--- src/rtl/dbg_dr_shift.sv ---
// Debug data-register shifter: SPI bit stream plus shift/update strobes -> parallel debug word.
// Define DBG_DR_SYNC_EN to insert 2-flop synchronizers on the SPI/GPIO inputs.
module dbg_dr_shift #(
    parameter int WIDTH = 32
) (
    input  logic             clk,
    input  logic             rst,
    input  logic             spi_sck,
    input  logic             spi_mosi,
    output logic             spi_miso,
    input  logic             shift_dr,
    input  logic             update_dr,
    input  logic [WIDTH-1:0] capture_data,
    output logic [WIDTH-1:0] dr_out,
    output logic             dr_valid,
    output logic             dr_err,
    output logic             busy
);

    localparam int CNT_W = $clog2(WIDTH + 1);
    localparam logic [CNT_W-1:0] CNT_FULL = CNT_W'(WIDTH);

    // Bit positions of the conditioned input lines.
    localparam int P_SCK   = 3;
    localparam int P_MOSI  = 2;
    localparam int P_SHIFT = 1;
    localparam int P_UPD   = 0;

    typedef enum logic [1:0] {
        ST_IDLE,
        ST_SHIFT,
        ST_UPDATE
    } state_t;

    state_t state, state_nxt;

    logic [3:0]       pin_raw;
    logic [3:0]       pin_s;
    logic             sck_q, shift_q, upd_q;
    logic             sck_rise, shift_rise, shift_fall, upd_rise;
    logic [WIDTH-1:0] shreg;
    logic [CNT_W-1:0] bitcnt;

    assign pin_raw = {spi_sck, spi_mosi, shift_dr, update_dr};

`ifdef DBG_DR_SYNC_EN
    logic [3:0] sync_q1, sync_q2;

    // NOTE: synchronizers and edge registers are reset too, so no phantom edge is seen after reset.
    always_ff @(posedge clk) begin
        if (rst) begin
            sync_q1 <= '0;
            sync_q2 <= '0;
        end else begin
            sync_q1 <= pin_raw;
            sync_q2 <= sync_q1;
        end
    end

    assign pin_s = sync_q2;
`else
    assign pin_s = pin_raw;
`endif

    // NOTE: non-blocking assignments in clocked blocks keep every flop sampling pre-edge values.
    always_ff @(posedge clk) begin
        if (rst) begin
            sck_q   <= 1'b0;
            shift_q <= 1'b0;
            upd_q   <= 1'b0;
        end else begin
            sck_q   <= pin_s[P_SCK];
            shift_q <= pin_s[P_SHIFT];
            upd_q   <= pin_s[P_UPD];
        end
    end

    assign sck_rise   = pin_s[P_SCK] & ~sck_q;
    assign shift_rise = pin_s[P_SHIFT] & ~shift_q;
    assign shift_fall = ~pin_s[P_SHIFT] & shift_q;
    assign upd_rise   = pin_s[P_UPD] & ~upd_q;

    always_ff @(posedge clk) begin
        if (rst) begin
            state <= ST_IDLE;
        end else begin
            state <= state_nxt;
        end
    end

    // NOTE: every output of this block is given a default first, so no latch can be inferred.
    always_comb begin
        state_nxt = state;
        busy      = 1'b0;
        unique case (state)
            ST_IDLE: begin
                // A shift start outranks a simultaneous update, which is then dropped.
                if (shift_rise) begin
                    state_nxt = ST_SHIFT;
                end else if (upd_rise) begin
                    state_nxt = ST_UPDATE;
                end
            end
            ST_SHIFT: begin
                busy = 1'b1;
                if (shift_fall) begin
                    state_nxt = ST_IDLE;
                end
            end
            ST_UPDATE: begin
                state_nxt = ST_IDLE;
            end
            default: begin
                state_nxt = ST_IDLE;
            end
        endcase
    end

    always_ff @(posedge clk) begin
        if (rst) begin
            shreg    <= '0;
            bitcnt   <= '0;
            dr_out   <= '0;
            dr_valid <= 1'b0;
            dr_err   <= 1'b0;
        end else begin
            dr_valid <= 1'b0;
            dr_err   <= 1'b0;
            unique case (state)
                ST_IDLE: begin
                    if (shift_rise) begin
                        shreg  <= capture_data;
                        bitcnt <= '0;
                    end
                end
                ST_SHIFT: begin
                    // A final sck edge coinciding with the shift_dr fall still lands.
                    if (sck_rise) begin
                        shreg <= {shreg[WIDTH-2:0], pin_s[P_MOSI]};
                        if (bitcnt != CNT_FULL) begin
                            bitcnt <= bitcnt + CNT_W'(1);
                        end
                    end
                end
                ST_UPDATE: begin
                    if (bitcnt == CNT_FULL) begin
                        dr_out   <= shreg;
                        dr_valid <= 1'b1;
                    end else begin
                        dr_err <= 1'b1;
                    end
                end
                default: begin
                end
            endcase
        end
    end

    assign spi_miso = shreg[WIDTH-1];

endmodule

--- config.mk ---
export PLATFORM = sky130hd
export DESIGN_NAME = dbg_dr_shift
export DESIGN_NICKNAME = d
export VERILOG_FILES = /design/src/rtl/dbg_dr_shift.sv
export SDC_FILE = /design/constraint.sdc
export NUM_CORES = 1
export LEC_CHECK = 0
export BUFFER_PORTS_ARGS = -buffer_cell sky130_fd_sc_hd__buf_2
export CAP_MARGIN = 20
export CORE_ASPECT_RATIO = 0.7
export CORE_MARGIN = 3
export CORE_UTILIZATION = 53
export CTS_CLUSTER_SIZE = 8
export DETAILED_ROUTE_END_ITERATION = 7
export PLACE_DENSITY = 0.77
export SLEW_MARGIN = 20
export SYNTH_ARGS = -nofsm -noshare
export SYNTH_HDL_FRONTEND = slang
export SYNTH_SLANG_ARGS = --single-unit
--- constraint.sdc ---
create_clock -name clk -period 1.9 [get_ports clk]
set_clock_uncertainty 0.15 [all_clocks]
set_input_delay 0.19 -clock clk [delete_from_list [all_inputs] [get_ports clk]]
set_output_delay 0.19 -clock clk [all_outputs]
set_load 0.05 [all_outputs]
# Yosys cells after proc, flatten, opt, wreduce, memory -nomap -nowiden
# Index checks and enable logic that the tools add are counted.
# W data, S select, Z words.
# classes
addsub	1
eq_ne	9
mux	14
bitwise_logic	9
n_reduce_logical	7
# ops
op	count
$mux W32	2
$pmux W32 S2	1
$mux W6	3
$pmux W6 S2	1
$ne A2 B2 Y1 const B	4
$add A6 B1 Y6 const B	1
$eq A6 B6 Y1 const B	1
$mux W2	3
$ne A6 B6 Y1 const B	1
$not A1 Y1	5
$and A1 B1 Y1	4
$pmux W2 S2	1
$reduce_and A2 Y1	2
$reduce_and A4 Y1	1
$mux W1	3
$ne A3 B3 Y1 const B	1
$reduce_and A3 Y1	1
$eq A2 B1 Y1 const B	1
$eq A2 B2 Y1 const B	1
$logic_not A2 Y1	1
$reduce_bool A2 Y1	1
$reduce_or A2 Y1	1
# totals
reg_bits	77
in_bits	38
out_inout_bits	36

# Longest topological paths before layout
# Gate-level depths: netlist (run 1).
# depth
word_depth	5
mapped_depth	7

# Worst setup path before layout (run 1)
# Ideal clock, no wire load.
# synth_path
kind	reg-to-reg
startpoint	register state[1]
endpoint	register shreg[10]
setup_time_ns	0.091
arrival_time_ns	1.369
path_slack_ns	0.290
stages_incl_launch_ff	7
cell_sequence	dfxtp_1 > nand2b_1 > buf_2 > inv_2 > buf_2 > nand2_1 > a311oi_1
# synth_between
elab_chain_cells	3
# synth_lines
item	line	source
start, declared	35	state_t state, state_nxt;
start signal, assigned	87	state <= state_nxt;
$eq A2 B1 Y1 or $logic_not A2 Y1 (tied branches)	129	unique case (state)
$ne A2 B2 Y1 (no source line) or $reduce_bool A2 Y1 (tied branches)	n/a	
$reduce_and A3 Y1 (no source line)	n/a	
end signal, assigned	132	shreg <= capture_data;
end signal, assigned	139	shreg <= {shreg[WIDTH-2:0], pin_s[P_MOSI]};
end, declared	41	logic [WIDTH-1:0] shreg;
# Several ways; a longest one is shown, not always the timed one.
# A chain may end at the register's enable or synchronous reset.

# Worst setup path in the final report (run 1)
# layout_path
startpoint	register state[0]
endpoint	output busy
# layout_between
elab_chain_cells	2
# layout_lines
item	line	source
$eq A2 B1 Y1	95	unique case (state)
$mux W1	95	
end, declared	17	output logic busy
# No other way between the ends.

==> results.txt, run 1 <==
GRT Total Usage: 0.2296
Total Nets Final: 525
Grt ovf: 0
Most frequent cells in the layout: nand2_1 (120), dfxtp_1 (77), buf_2 (72)
Psw: 906.5 uW
CP endpoint kind: primary output
Pleak: 0.001677 uW
Gate Count Post-Synth: 383
Layout area overhead: 30.26%
Critical Path AT: 1450 ps
VDD IR max: 0.5081 mV
Core area: 0.005842 sq mm
DR vias: 3018
CTS sink count: 77
Reg2Reg Setup Slack: 160 ps
Combinational power share: 0.141
Most common cell after layout, fill and taps aside: nand2_1
First-pass DRT Iterations: 4
CTS Root Cell: clkbuf_8
Syn nets: 423
Worst-margin pin slew: 349.0 ps
Drt wl/cell: 14.34 um
Largest net degree at the start of global routing: 66
Switching part of the total: 0.2659
#FFs+latches synth: 77
Setup_tns: 0 ps
Placed cell count: 511
Worst Hold Class: input pin to flop
P_int: 2502 uW
Num CTS Buffers: 9
Max Fclk: 558.0 MHz
Flop pwr share: 0.520
CTS HTree Levels: 3
PD cells: 803.1 mW/mm^2
Drt drc: 0
Sequential element share of the synthesized area: 0.4731
Hold Fails Final Rpt: 0
Tmin final: 1792 ps
Die area: 0.007139 sq mm
Post-synth EDFFs: 0
Initial antenna violation count: 0
Post-DR vias/cell: 5.370
Antenna Cells: 0
Launch point of the worst path: state[0]
Status: completed
First DRT Iteration DRCs: 148
Power Total: 3409 uW
Critical hold path startpoint: rst
Main synth FF type: dfxtp_1
Rel. slew slack: 0.7613
Post-route antenna net violation count: 0
Buffers on Ports: 73
Syn_area_per_cell: 8.507 sq um
Final WL: 8059 um
Die Wd: 99.71 um
Reg2reg start: bitcnt[2]
Clock power share: 0.339
Initial core utilization: 0.5577
First-pass GRT wire length: 12970 um
Layout Cells excl Fill: 562
Max-cap violations: 0
Unrepaired setup endpoints after global routing: false
Setup violators final: 0
Final Slew Violations: 0
Synth unique cells: 36
Final HPWL DP: 4768 um
Synthesized area: 0.003258 sq mm
Number of global-route vias before repair: 2726
CP Launch Type: flop
CTS clk-pin slew, worst paths: 70 ps
Final Wtd Congestion: 0.7943
Worst-Skew Late Latency: 340 ps
Die Ht: 71.60 um
Synth warnings: 0
Top Ports: 74
Row count: 23
Critical path class: flop to primary output
Maximum root-to-sink buffer count: 2
Post-synth ARST share: 0
Share of post-route cells with drive strength above 1: 0.2895
Req. time, crit path: 1560 ps
Crit Path Max Fanout: 16
CTS tree: yes
Final period util: 0.9431
-- power groups by stage --
stage               Combinational (uW)  Sequential [uW]  Clock, uW
detailed placement                 393             1810          0
global placement                   382             1810          0
floorplan                          284             1800          0
CTS                                452             1770       1180
global route                       536             1780       1240
finish                             481             1770       1150
-- final cells by class --
type	count	area, sq um
multi-input combinational	270	1521
inverter	6	25.02
clock buffer	9	123.9
sequential	77	1541
fill	459	1598
clock inverter	4	52.55
timing repair buffer	121	885.9
tap	75	93.84
-- synth_stat cells, types with 2 or more instances --
master	number	area share
and3_1	3	0.0058
nand3_1	3	0.0046
o31ai_1	3	0.0069
a21oi_2	30	0.081
a21oi_1	5	0.0077
clkbuf_1	11	0.013
nor2b_1	3	0.0058
buf_2	12	0.018
nor2_1	35	0.040
inv_1	5	0.0058
dfxtp_1	77	0.47
nand2_1	120	0.14
nand4b_1	2	0.0054
nand2b_1	2	0.0038
o311ai_0	2	0.0054
o21ai_0	4	0.0061
nand2_2	10	0.019
nor3_1	2	0.0031
buf_4	2	0.0046
buf_6	4	0.014
ha_1	2	0.0077
a311oi_1	32	0.086
-- what timing repair did --
action,in CTS,in global routing
endpoints found under the hold margin,35,0
hold buffers,36,0
resized for setup,0,2
setup endpoints to repair,0,8
buffers inserted,0,1
-- path summary, 6_finish.rpt --
path	to	depth (start not counted)
setup / recovery	busy	3
hold / removal	dr_out[18]	2
setup reg to reg	dr_out[30]	5
hold reg to reg	dr_out[12]	2
-- sequential cells by signal, indices dropped and copies added, names as in the netlist --
| register | count |
|---|---|
| dr_valid | 1 |
| shift_q | 1 |
| bitcnt | 6 |
| dr_out | 32 |
| upd_q | 1 |
| shreg | 32 |
| state | 2 |
| dr_err | 1 |
| sck_q | 1 |
-- critical path, stage by stage, from the launching register on --
cell,delay [ps]
dfxtp_1,470
nand2b_1,190
inv_4,190
clkbuf_4,260
-- routing by layer --
layer  wire, um  vias to the layer above  track usage
li1           -                     1505            -
met1       3836                     1417       0.3151
met2       3696                       92       0.3540
met3        479                        4      0.07490
met4         46                        0      0.05455
met5          0                        -            0
-- cell families (layout without fill, tap and decap cells) --
family	Yosys count	count (layout)	synth area share
AND/OR/NAND/NOR	186	186	0.2469
AO/OA/AOI/OAI	81	81	0.2066
flip-flops	77	77	0.4731
buffers and inverters	36	140	0.06259
adder cells (fa/ha/maj)	2	2	0.007679
multiplexers	1	1	0.003072
-- per-stage QoR --
step                utilization  hold WS (ps)  worst slack [ps]  instance area [sq um]
detailed placement       0.6282         282.0             142.1                   3670
floorplan                     -         168.2             290.2                   3258
global route             0.7265         62.64             2.584                   4244
global placement         0.6282         262.6             189.3                   3670
finish                   0.7265         76.46             108.0                   4244
CTS                      0.7201         63.13             11.62                   4207
Power figures use the tool's default switching activity.
==> inputs of run 2 (changes only) <==
--- a/config.mk
+++ b/config.mk
@@ -9,10 +9,11 @@
 export CAP_MARGIN = 20
 export CORE_ASPECT_RATIO = 0.7
 export CORE_MARGIN = 3
-export CORE_UTILIZATION = 53
+export CORE_UTILIZATION = 56
+export CTS_BUF_LIST = sky130_fd_sc_hd__clkbuf_2 sky130_fd_sc_hd__clkbuf_4 sky130_fd_sc_hd__clkbuf_8
 export CTS_CLUSTER_SIZE = 8
 export DETAILED_ROUTE_END_ITERATION = 7
-export PLACE_DENSITY = 0.77
+export PLACE_DENSITY = 0.8
 export SLEW_MARGIN = 20
 export SYNTH_ARGS = -nofsm -noshare
 export SYNTH_HDL_FRONTEND = slang
==> results.txt, run 2 (synthesis gave the netlist of run 1 again) <==
Drt wl/cell: 13.90 um (-3.0%)
Max-cap violations: 0 (unchanged)
Met1 Use GR: 0.3140 (-0.001128)
Final hold slack: 85.58 ps (+9.120 ps)
Layout area overhead: 30.26% (unchanged)
Final Slew Violations: 0 (unchanged)
Final period util: 0.9579 (+0.01473)
Hold Fails Final Rpt: 0 (unchanged)
Place WS: 172.0 ps (+29.95 ps)
M3 GR Usage: 0.06332 (-0.01159)
Core area: 0.005423 sq mm (-7.2%)
Initial antenna violation count: 0 (unchanged)
Post-DR vias/cell: 5.333 (-0.70%)
Drt drc: 0 (unchanged)
Setup_tns: 0 ps (unchanged)
PD cells: 814.8 mW/mm^2 (+1.4%)
Final Wtd Congestion: 0.8208 (+3.3%)
Unrepaired setup endpoints after global routing: false
Share of post-route cells with drive strength above 1: 0.2982 (+0.008647)
Rel. slew slack: 0.6661 (-0.09518)
Worst-Skew Late Latency: 340 ps (about the same)
Most common cell after layout, fill and taps aside: nand2_1
Critical Path AT: 1480 ps (+30 ps)
Fillcell total: 383 (-17%)
Top Ports: 74 (unchanged)
Die Wd: 97.17 um (-2.6%)
Post-CTS Repair Setup Buffers: 0 (unchanged)
Final Cell Area: 0.004244 sq mm (unchanged)
CP Launch Type: flop
CTS Root Cell: clkbuf_8
Pleak: 0.001705 uW (+1.7%)
Setup violators final: 0 (unchanged)
CTS HTree Levels: 3 (unchanged)
Max Fclk: 549.5 MHz (-1.5%)
Met2 usage in global routing: 0.3838 (+0.02976)
Buffers on Ports: 73 (unchanged)
Maximum root-to-sink buffer count: 2 (unchanged)
CTS sink count: 77 (unchanged)
Final HPWL DP: 5046 um (+5.8%)
Worst Hold Class: input pin to flop
VDD IR max: 0.5293 mV (+4.2%)
Status: completed
Num CTS Buffers: 9 (unchanged)
Req. time, crit path: 1560 ps (about the same)
Initial core utilization: 0.6008 (+0.04311)
First-pass GRT wire length: 13200 um (+1.7%)
First-pass DRT Iterations: 4 (unchanged)
Antenna Cells: 0 (unchanged)
Die Ht: 69.82 um (-2.5%)
CP endpoint kind: primary output
Row count: 22 (-4.3%)
Tmin final: 1820 ps (+27.98 ps)
Placed cell area: 0.003686 sq mm (+0.44%)
Critical path class: flop to primary output
Number of global-route vias before repair: 2818 (+3.4%)
GRT Total Usage: 0.2367 (+0.007056)
Reg2Reg Setup Slack: 130 ps (-30 ps)
Most frequent cells in the layout: nand2_1 (120), dfxtp_1 (77), buf_2 (72)
Total Nets Final: 529 (+0.76%)
Largest net degree at the start of global routing: 47 (-29%)
CTS tree: yes
Worst-margin pin slew: 488.2 ps (+139.2 ps)
Post-route antenna net violation count: 0 (unchanged)
Busiest grt layer: met2
Post-route setup slack: 80.05 ps (-27.98 ps)
First DRT Iteration DRCs: 197 (+33%)
Top Registers: dr_out x32, shreg x32, bitcnt x6
Die area: 0.006784 sq mm (-5.0%)
CTS clk-pin slew, worst paths: 80 ps (about the same)
Final WL: 7855 um (-2.5%)
Crit Path Max Fanout: 16 (unchanged)
Grt ovf: 0 (unchanged)
DR vias: 3013 (-0.17%)
run 2: path summary, 6_finish.rpt:
path / start / to / cells past startpoint
worst max register to register: state[0] / shreg[25] / 5
worst min-delay path: rst / shift_q / 2
worst max-delay path: state[0] / busy / 3
worst min register to register: dr_out[5] / dr_out[5] / 2
run 2: timing repair:
item / 4_1_cts / 5_1_grt
setup endpoints to repair: 1 / 2
hold endpoints to repair: 35 / 0
gates resized for setup: 1 / 2
hold buffers: 36 / 0
run 2: critical path, cell delays in order, from the launching register on:
cell and delay [ps]:
dfxtp_1 490, nand2b_1 160, clkinv_2 230, buf_4 250
run 2: layout make-up:
type | instances | area, sq um | area share
multi-input cells | 270 | 1521 | 0.3585
repair buffers | 125 | 873.3 | 0.2058
clock inverters | 4 | 48.80 | 0.01150
inverters | 6 | 23.77 | 0.005601
well taps | 72 | 90.09 | 0.02123
flip-flops and latches | 77 | 1541 | 0.3632
clock buffers | 11 | 145.1 | 0.03420
run 2: power breakdown:
| group | leakage, uW | switching, uW | total, uW | internal [uW] |
|---|---|---|---|---|
| sequential | 0.000628 | 70.7 | 1770 | 1700 |
| combinational | 0.000974 | 257 | 466 | 209 |
| clock | 0.000103 | 574 | 1220 | 648 |
run 2: per-layer routing:
layer | part of all wire | up-vias
li1 | - | 1523
met1 | 0.46 | 1385
met2 | 0.47 | 97
met3 | 0.066 | 8
met4 | 0.010 | 0
met5 | 0 | -
run 2: stage by stage:
step                      cells    util  total power [uW]
after detailed placement    514  0.6797              2206
after global placement      514  0.6797              2195
after floorplan             383       -              2081
after CTS                   565  0.7824              3463
final                       565  0.7826              3458
after global routing        565  0.7826              3602
